## src/rtl/bp_pkg.sv

```systemverilog
// ---------------------------------------------------------------------------
// bp_pkg -- shared definitions for the gshare branch predictor.
//   * default parameter values (PHT index width, counter width, history width)
//   * init_cnt(): reset value of a saturating counter (weakly taken)
//   * bp_index(): gshare hash, tag XOR zero-extended global history
// The hash works on a fixed wide vector; callers zero-extend their operands
// into it and truncate the result back to the PHT index width.
// ---------------------------------------------------------------------------
package bp_pkg;

  localparam int unsigned IDX_W_DEF  = 8;
  localparam int unsigned CNT_W_DEF  = 2;
  localparam int unsigned HIST_W_DEF = 8;
  localparam int unsigned HASH_W     = 32;

  // Weakly taken: only the MSB of the counter set.
  function automatic int unsigned init_cnt(input int unsigned cnt_w);
    return 32'd1 << (cnt_w - 1);
  endfunction

  function automatic logic [HASH_W-1:0] bp_index(input logic [HASH_W-1:0] tag,
                                                 input logic [HASH_W-1:0] ghr);
    return tag ^ ghr;
  endfunction

endpackage

```

## src/rtl/bp_pht.sv

```systemverilog
// ---------------------------------------------------------------------------
// bp_pht -- pattern history table of 2^IDX_W saturating counters.
// Ports:
//   clk, rst       clock, asynchronous active-high reset (counters -> weakly taken)
//   rd_idx_i       lookup index
//   rd_taken_o     MSB of the looked-up counter (combinational)
//   wr_en_i        apply an update this cycle (already qualified by the caller)
//   wr_idx_i       update index
//   wr_taken_i     actual outcome: 1 = saturate-increment, 0 = saturate-decrement
// A lookup that hits the index being updated in the same cycle sees the
// post-update counter value (write-first bypass).
// ---------------------------------------------------------------------------
module bp_pht
  import bp_pkg::*;
#(
  parameter int unsigned IDX_W = IDX_W_DEF,
  parameter int unsigned CNT_W = CNT_W_DEF
) (
  input  logic             clk,
  input  logic             rst,
  input  logic [IDX_W-1:0] rd_idx_i,
  output logic             rd_taken_o,
  input  logic             wr_en_i,
  input  logic [IDX_W-1:0] wr_idx_i,
  input  logic             wr_taken_i
);

  localparam int unsigned    DEPTH    = 1 << IDX_W;
  localparam logic [CNT_W-1:0] CNT_INIT = CNT_W'(init_cnt(CNT_W));
  localparam logic [CNT_W-1:0] CNT_MAX  = '1;

  logic [CNT_W-1:0] pht_q [DEPTH];
  logic [CNT_W-1:0] wr_cur;
  logic [CNT_W-1:0] wr_cnt_d;
  logic [CNT_W-1:0] rd_cnt;

  // Saturating next value for the entry being updated.
  always_comb begin
    wr_cur   = pht_q[wr_idx_i];
    wr_cnt_d = wr_cur;
    if (wr_taken_i) begin
      if (wr_cur != CNT_MAX) wr_cnt_d = wr_cur + CNT_W'(1);
    end else begin
      if (wr_cur != '0) wr_cnt_d = wr_cur - CNT_W'(1);
    end
  end

  always_comb begin
    rd_cnt = pht_q[rd_idx_i];
    if (wr_en_i && (wr_idx_i == rd_idx_i)) rd_cnt = wr_cnt_d;
  end

  assign rd_taken_o = rd_cnt[CNT_W-1];

  always_ff @(posedge clk or posedge rst) begin
    if (rst) begin
      for (int i = 0; i < int'(DEPTH); i++) pht_q[i] <= CNT_INIT;
    end else if (wr_en_i) begin
      pht_q[wr_idx_i] <= wr_cnt_d;
    end
  end

endmodule

```

## src/rtl/gshare_bp.sv

```systemverilog
// ---------------------------------------------------------------------------
// gshare_bp -- gshare branch direction predictor.
// Ports:
//   clk, rst                 clock, asynchronous active-high reset
//   rdy                      global enable; low freezes GHR, PHT and outputs
//   in_fetcher_valid/_tag    prediction request (PC-derived index)
//   out_fetcher_valid        registered: a request was accepted last cycle
//   out_fetcher_jump_res     predicted direction for that request
//   out_fetcher_ghr          GHR value the prediction was made with
//   in_rob_bp_res            committed-branch update valid
//   in_rob_tag/_ghr          index and GHR snapshot of the committed branch
//   in_rob_jump_res          actual outcome
//   in_rob_mispredict        committed branch was mispredicted (GHR restore)
// Handshake: a request is accepted on a rising edge when rdy=1,
// in_fetcher_valid=1 and no mispredict restore happens that cycle; its result
// is presented for exactly one cycle afterwards with out_fetcher_valid=1.
// There is no backpressure. Updates are applied whenever rdy=1 and
// in_rob_bp_res=1.
// ---------------------------------------------------------------------------
module gshare_bp
  import bp_pkg::*;
#(
  parameter int unsigned IDX_W  = IDX_W_DEF,
  parameter int unsigned CNT_W  = CNT_W_DEF,
  parameter int unsigned HIST_W = HIST_W_DEF
) (
  input  logic              clk,
  input  logic              rst,
  input  logic              rdy,
  input  logic              in_fetcher_valid,
  input  logic [IDX_W-1:0]  in_fetcher_tag,
  output logic              out_fetcher_valid,
  output logic              out_fetcher_jump_res,
  output logic [HIST_W-1:0] out_fetcher_ghr,
  input  logic              in_rob_bp_res,
  input  logic [IDX_W-1:0]  in_rob_tag,
  input  logic [HIST_W-1:0] in_rob_ghr,
  input  logic              in_rob_jump_res,
  input  logic              in_rob_mispredict
);

  logic [HIST_W-1:0] ghr_q, ghr_d;
  logic              valid_q;
  logic              jump_q;
  logic [HIST_W-1:0] snap_q;

  logic [IDX_W-1:0]  rd_idx;
  logic [IDX_W-1:0]  wr_idx;
  logic              pred_taken;
  logic              upd_en;
  logic              restore;
  logic              accept;
  logic [HIST_W:0]   spec_cat;
  logic [HIST_W:0]   rest_cat;

  assign rd_idx = IDX_W'(bp_index(HASH_W'(in_fetcher_tag), HASH_W'(ghr_q)));
  assign wr_idx = IDX_W'(bp_index(HASH_W'(in_rob_tag), HASH_W'(in_rob_ghr)));

  assign upd_en  = rdy & in_rob_bp_res;
  assign restore = upd_en & in_rob_mispredict;
  // A restore cycle drops the fetch request: the history it would shift is wrong.
  assign accept  = rdy & in_fetcher_valid & ~restore;

  bp_pht #(
    .IDX_W (IDX_W),
    .CNT_W (CNT_W)
  ) u_pht (
    .clk        (clk),
    .rst        (rst),
    .rd_idx_i   (rd_idx),
    .rd_taken_o (pred_taken),
    .wr_en_i    (upd_en),
    .wr_idx_i   (wr_idx),
    .wr_taken_i (in_rob_jump_res)
  );

  // Shift by concatenating one bit and keeping the low HIST_W bits; this also
  // covers HIST_W=1, where the history is just the new bit.
  assign spec_cat = {ghr_q, pred_taken};
  assign rest_cat = {in_rob_ghr, in_rob_jump_res};

  always_comb begin
    ghr_d = ghr_q;
    if (restore)     ghr_d = rest_cat[HIST_W-1:0];
    else if (accept) ghr_d = spec_cat[HIST_W-1:0];
  end

  always_ff @(posedge clk or posedge rst) begin
    if (rst) begin
      ghr_q   <= '0;
      valid_q <= 1'b0;
      jump_q  <= 1'b0;
      snap_q  <= '0;
    end else if (rdy) begin
      ghr_q   <= ghr_d;
      valid_q <= accept;
      if (accept) begin
        jump_q <= pred_taken;
        snap_q <= ghr_q;
      end
    end
  end

  assign out_fetcher_valid    = valid_q;
  assign out_fetcher_jump_res = jump_q;
  assign out_fetcher_ghr      = snap_q;

endmodule
```

## config.mk

```make
export PLATFORM = sky130hd
export DESIGN_NAME = gshare_bp
export DESIGN_NICKNAME = d
export VERILOG_FILES = /design/src/rtl/bp_pkg.sv /design/src/rtl/bp_pht.sv /design/src/rtl/gshare_bp.sv
export SDC_FILE = /design/constraint.sdc
export NUM_CORES = 2
export LEC_CHECK = 0
export ABC_AREA = 1
export CORE_MARGIN = 2
export CORE_UTILIZATION = 39
export CTS_CLUSTER_DIAMETER = 120
export CTS_CLUSTER_SIZE = 25
export DETAILED_ROUTE_END_ITERATION = 8
export DONT_BUFFER_PORTS = 1
export HOLD_SLACK_MARGIN = 0.1
export MAX_ROUTING_LAYER = met4
export SLEW_MARGIN = 20
export SYNTH_ARGS = -nofsm -noshare
export SYNTH_HDL_FRONTEND = slang
export SYNTH_SLANG_ARGS = --single-unit
export TNS_END_PERCENT = 10
```

## constraint.sdc

```tcl
create_clock -name clk -period 42.5 [get_ports clk]
set_input_delay 8.5 -clock clk [delete_from_list [all_inputs] [get_ports clk]]
set_output_delay 8.5 -clock clk [all_outputs]
set_load 0.005 [all_outputs]
```

Word-level counts from Yosys, hierarchy flattened
Index checks and enable logic that the tools add are counted.
{"block": "totals", "output_inout_bits": 10, "ff_bits": 530, "in_bits": 31}
{"block": "op_classes", "bitwise": 9, "n_reduce_logical": 6, "n_eq_ne": 2, "add_sub_neg": 2, "mux": 15, "magnitude_cmp": 3}
{"cell": "bitwise mux 512 bit", "n": 1}
{"cell": "binary-select mux 2 bit (select 8 bit)", "n": 2}
{"cell": "greater-or-equal comparator 9 bit, second input constant", "n": 2}
{"cell": "2-to-1 mux 2 bit", "n": 9}
{"cell": "NOT 8 -> 9 bit", "n": 2}
{"cell": "demux 2 bit (select 8 bit)", "n": 1}
{"cell": "2-to-1 mux 8 bit", "n": 2}
{"cell": "XOR 8 bit", "n": 2}
{"cell": "< comparator 9 x 1 -> 1 bit, second input constant", "n": 1}
{"cell": "== test 8 bit", "n": 1}
{"cell": "bitwise AND 1 bit", "n": 4}
{"cell": "AND reduction 2 bit", "n": 2}
{"cell": "nonzero test 2 bit", "n": 2}
{"cell": "adder 2 x 1 -> 2 bit, second input constant", "n": 1}
{"cell": "logical AND 1 bit", "n": 2}
{"cell": "!= test 2 bit, second input constant", "n": 1}
{"cell": "subtractor 2 x 1 -> 2 bit, second input constant", "n": 1}
{"cell": "NOT 1 bit", "n": 1}

Logic depth before layout (Yosys ltp)
{"block": "depth", "ltp_word": 11, "ltp_mapped": 24}

Cells and area by module
From an unflattened synthesis, not the netlist that was laid out.
{"block": "hier_totals", "cells_unflattened": 4676, "hier_area_um2": 30585.6}
{"mod": "bp_pht", "n_inst": 1, "seq_area_each_um2": 13132.6, "area_each_um2": 29681.0, "cells_each": 4580}
{"mod": "gshare_bp", "n_inst": 1, "seq_area_each_um2": 450.4, "area_each_um2": 904.6, "cells_each": 96}

Worst setup path before layout
OpenSTA, ideal clock, no wires.
{"block": "synth_timing", "path_type": "input port to flip-flop", "startpoint": "input in_rob_ghr[1]", "endpoint": "register u_pht.pht_q[334] (netlist bit)", "t_required_ns": 42.383, "arrival_time_ns": 10.574, "path_slack_ns": 31.809, "n_path_buf": 4, "cell_stages": 18, "path_cell_list": "xnor2_2 buf_4 clkbuf_1 nand3_1 nand3_1 nand2_1 o21ai_1 nand2_1 o21ai_1 nand2_1 nor2_1 nand2_1 nand2_4 nand2_2 buf_2 buf_2 nand2_1 nand2_1"}
{"block": "synth_via", "elab_chain_cells": 9}
{"item": "from (decl)", "line": "gshare_bp.sv:37", "rtl": "input logic [HIST_W-1:0] in_rob_ghr,"}
{"item": "XOR 8 bit *", "line": "bp_pkg.sv:23", "rtl": "return tag ^ ghr;"}
{"item": "NOT 8 -> 9 bit (not written as such) *", "line": "bp_pht.sv:39, bp_pht.sv:59"}
{"item": "binary-select mux 2 bit (select 8 bit)", "line": "bp_pht.sv:39", "rtl": "wr_cur = pht_q[wr_idx_i];"}
{"item": "2-to-1 mux 2 bit (not written as such) (2 in a row)", "line": "bp_pht.sv:39"}
{"item": "subtractor 2 x 1 -> 2 bit (tied with other cells)", "line": "bp_pht.sv:44", "rtl": "if (wr_cur != '0) wr_cnt_d = wr_cur - CNT_W'(1);"}
{"item": "2-to-1 mux 2 bit (on tied branches)", "line": "bp_pht.sv:44, bp_pht.sv:42"}
{"item": "2-to-1 mux 2 bit", "line": "bp_pht.sv:41", "rtl": "if (wr_taken_i) begin"}
{"item": "bitwise mux 512 bit *", "line": "bp_pht.sv:59", "rtl": "pht_q[wr_idx_i] <= wr_cnt_d;"}
{"item": "to (signal, indexed assignment)", "line": "bp_pht.sv:59"}
{"item": "to (decl)", "line": "bp_pht.sv:32", "rtl": "logic [CNT_W-1:0] pht_q [DEPTH];"}
Mark *: on every way between the ends. The rest lies on a longest branch, timed or not. The select of a mux whose other input is x is not followed.
A chain may end at the register's enable or synchronous reset.

Final worst setup path
{"block": "layout_timing", "startpoint": "input in_rob_ghr[0]", "endpoint": "register u_pht.pht_q[26] (netlist bit)"}
Same word-level chain as after synthesis.

==> run_results.csv <==
group,metric,value,unit
synthesis,synth_area_leaders,"nand2_1, dfrtp_1, dfstp_2, nand3_1, inv_1",
synthesis,yosysWarnings,0,
synthesis,syn_inst,4496,
grt,grt_first_pass_wirelength,173000,um
finish,fin_nets,4348,
cts,ctsHoldBuffers,0,
grt,grt_overflow,0,
power_and_ir_drop,ir_worst_vdd,0.0000306,V
cts,cts.clk_slew.worst_paths,0.10,ns
placement,place_area,31200,um^2
critical_path,timing_worst_setup_path_type,"input pin to register",
drt,drc_errors,0,
power_and_ir_drop,pwr_density_cell,38.2,nW/um^2
timing,final_max_slew_viol_count,0,
synthesis,synth.distinct_cells,27,
drt,drtAntennaViolNets,0,
synthesis,yosysSeqAreaShare,44.6,%
finish,drive_above_1_share,8.54,%
floorplanning,num_io_pins,41,
timing,report.final.setup_viol,0,
cts,cts_resized,0,
timing,fin_crit_sh,33.8,%
power_and_ir_drop,p_total,1.22,mW
synthesis,synth_area,30400,um^2
timing,period_needed,14.34,ns
cts,insertion_delay,0.63,ns
floorplanning,dieArea,80300,um^2
critical_path,critPathRequiredTime,42.99,ns
drt,wl_per_cell,21.0,um
placement,place_inst,5330,
hold_path,hold_path_class,"register to register",
grt,grt_pass1_vias,27500,
timing,worstMarginPinSlew,1.22,ns
cts,htreeDepth,1,
floorplanning,initial_core_util,39.4,%
synthesis,syn_area_per_cell,6.77,um^2
critical_path,endpoint_kind,"register",
cts,post-cts-setup-buffers,0,
placement,io_buffers,0,
grt,grt_antenna_before_repair,0,
job,maxCapViolations,0,
synthesis,synth_seq_cells,530,
timing,rsz0062_at_grt,"no",
critical_path,cp_max_fo,184,
cts,cts-root-buf,"clkbuf_16",
outcome,status,"completed",
finish,num_antenna_cells,0,
drt,dr.pass1.iters,8,
drt,vias_per_cell,5.47,
timing,hold_viol,0,
cts,cts_sinks,530,
timing,finalClockSkew,0.0374,ns
finish,areaGrowthSynthToFinish,4.95,%
placement,gp_congestion,0.973,
timing,timing.fmax,69.7,MHz
grt,grt_max_degree,185,
floorplanning,dieHeight,283,um
cts,numCtsBuffers,25,
cts,tritoncts,"done",
power_and_ir_drop,p_leak,14.1,nW
cts,cts.path.max_buffers,3,
drt,vias,29400,
synthesis,synth_nets,4527,
critical_path,rr_worst_depth,17,
grt,grt_usage,28.4,%
floorplanning,coreArea,77300,um^2
synthesis,synth_top_area_share,23.1,%
finish,fin_cells,5375,
synthesis,yosysTopAreaCell,"nand2_1",
timing,worst_hold_slack,0.485,ns
floorplanning,die_w,283,um
placement,dp_hpwl,67300,um
drt,wirelength,113000,um
finish,design_area,31900,um^2
critical_path,arrival,14.84,ns
drt,drtIter0Drc,3650,
timing,final.setup.tns,0,ns
hold_path,hold_depth,2,
timing,relSlewSlack,18.8,%
critical_path,critPathLaunchType,"input pin",
floorplanning,rows,102,
## final timing paths
check | slack (ns) | from | end
min | 0.49 | u_pht.pht_q[198] | u_pht.pht_q[198]
max reg2reg | 37.61 | u_pht.pht_q[293] | u_pht.pht_q[26]
max in group asynchronous | 32.35 | rst | u_pht.pht_q[368]
max | 28.16 | in_rob_ghr[0] | u_pht.pht_q[26]
min reg2reg | 0.49 | u_pht.pht_q[198] | u_pht.pht_q[198]
min in group asynchronous | 7.79 | rst | u_pht.pht_q[40]
## cell usage after synthesis
library cell     n
nand2_1       1876
nand3_1        396
inv_1          361
nor2_1         346
dfrtp_1        274
dfstp_2        256
o21ai_0        240
nor3_1         185
clkbuf_1       140
buf_2          109
o211ai_1        86
a21oi_1         74
a31oi_1         72
o21ai_1         26
xnor2_1         14
buf_4            9
buf_1            8
clkinv_1         5
o22ai_1          4
xor2_1           4
or2_2            3
a2111oi_0        2
nand2_2          2
inv_2            1
nand2_4          1
nor2_2           1
xnor2_2          1
## cells by family after synthesis
family / count (synthesis) / share of synthesized area (%)
buf+inv: 633 / 8.36
simple gates: 2810 / 37.1
xor+xnor: 19 / 0.571
flops: 530 / 44.6
compound gates: 504 / 9.33
## layout by cell type (no fill, tap or decap), drive strengths merged
master | netlist | layout
xor2 | 4 | 4
o21ai | 266 | 266
buf | 126 | 60
clkbuf | 140 | 43
nand3 | 396 | 396
clkinv | 5 | 6
o211ai | 86 | 86
nor2 | 347 | 347
or2 | 3 | 3
nand2 | 1879 | 1879
a21oi | 74 | 74
dfstp | 256 | 256
o22ai | 4 | 4
a31oi | 72 | 72
nor3 | 185 | 185
inv | 362 | 363
dfrtp | 274 | 274
a2111oi | 2 | 2
xnor2 | 15 | 15
## final cells by class
| class | count | area [um^2] |
|---|---|---|
| fill | 8158 | 45400 |
| multi-input combinational | 3333 | 14500 |
| sequential | 530 | 13600 |
| inverter | 367 | 1390 |
| tap | 1040 | 1300 |
| clock buffer | 43 | 693 |
| timing repair buffer | 60 | 475 |
| clock inverter | 2 | 28.8 |
## sequential cells by signal (all words and copies together) (netlist names)
| register | count |
|---|---|
| out_fetcher_jump_res | 1 |
| ghr_q | 8 |
| u_pht.pht_q | 512 |
| out_fetcher_ghr | 8 |
| out_fetcher_valid | 1 |
## metal layers
metal,up-vias,GRT usage [%],routed length [um]
li1,13900,-,-
met1,14000,39.2,49100
met2,1299,42.0,48800
met3,264,4.56,9860
met4,0,10.6,5040
met5,-,-,0
## worst max-delay path: stages
cell and delay, ns:
inv_2 0.05, nand2_1 0.53, nand2_4 0.54, buf_12 0.42, nand2_1 0.21, nand3_1 0.10
nand3_1 0.17, nand2_1 0.13, o21ai_1 0.32, nand2_1 0.12, o21ai_1 0.15, nand2_1 0.06
nor2_1 0.13, nand2_1 0.08, buf_4 0.23, nand2_4 0.42, buf_4 0.63, nand2_8 0.64
buf_4 0.70, nand2_1 0.16, o21ai_0 0.11
## power by group
| part | switching, mW | internal, mW | total, mW | leakage [nW] |
|---|---|---|---|---|
| Clock | 0.180 | 0.114 | 0.294 | 0.344 |
| Combinational | 0.274 | 0.0815 | 0.355 | 7.49 |
| Sequential | 0.0237 | 0.547 | 0.571 | 6.31 |
| Total | 0.477 | 0.743 | 1.22 | 14.1 |
## metrics by stage
| stage | setup slack (ns) | utilization [%] |
|---|---|---|
| after global routing | 27.95 | 41.3 |
| after detailed placement | 27.76 | 40.4 |
| after floorplan | 19.61 | - |
| after global placement | 27.83 | 40.4 |
| final | 28.16 | 41.3 |
| after CTS | 28.42 | 41.3 |
(Power assumes the default switching activity.)
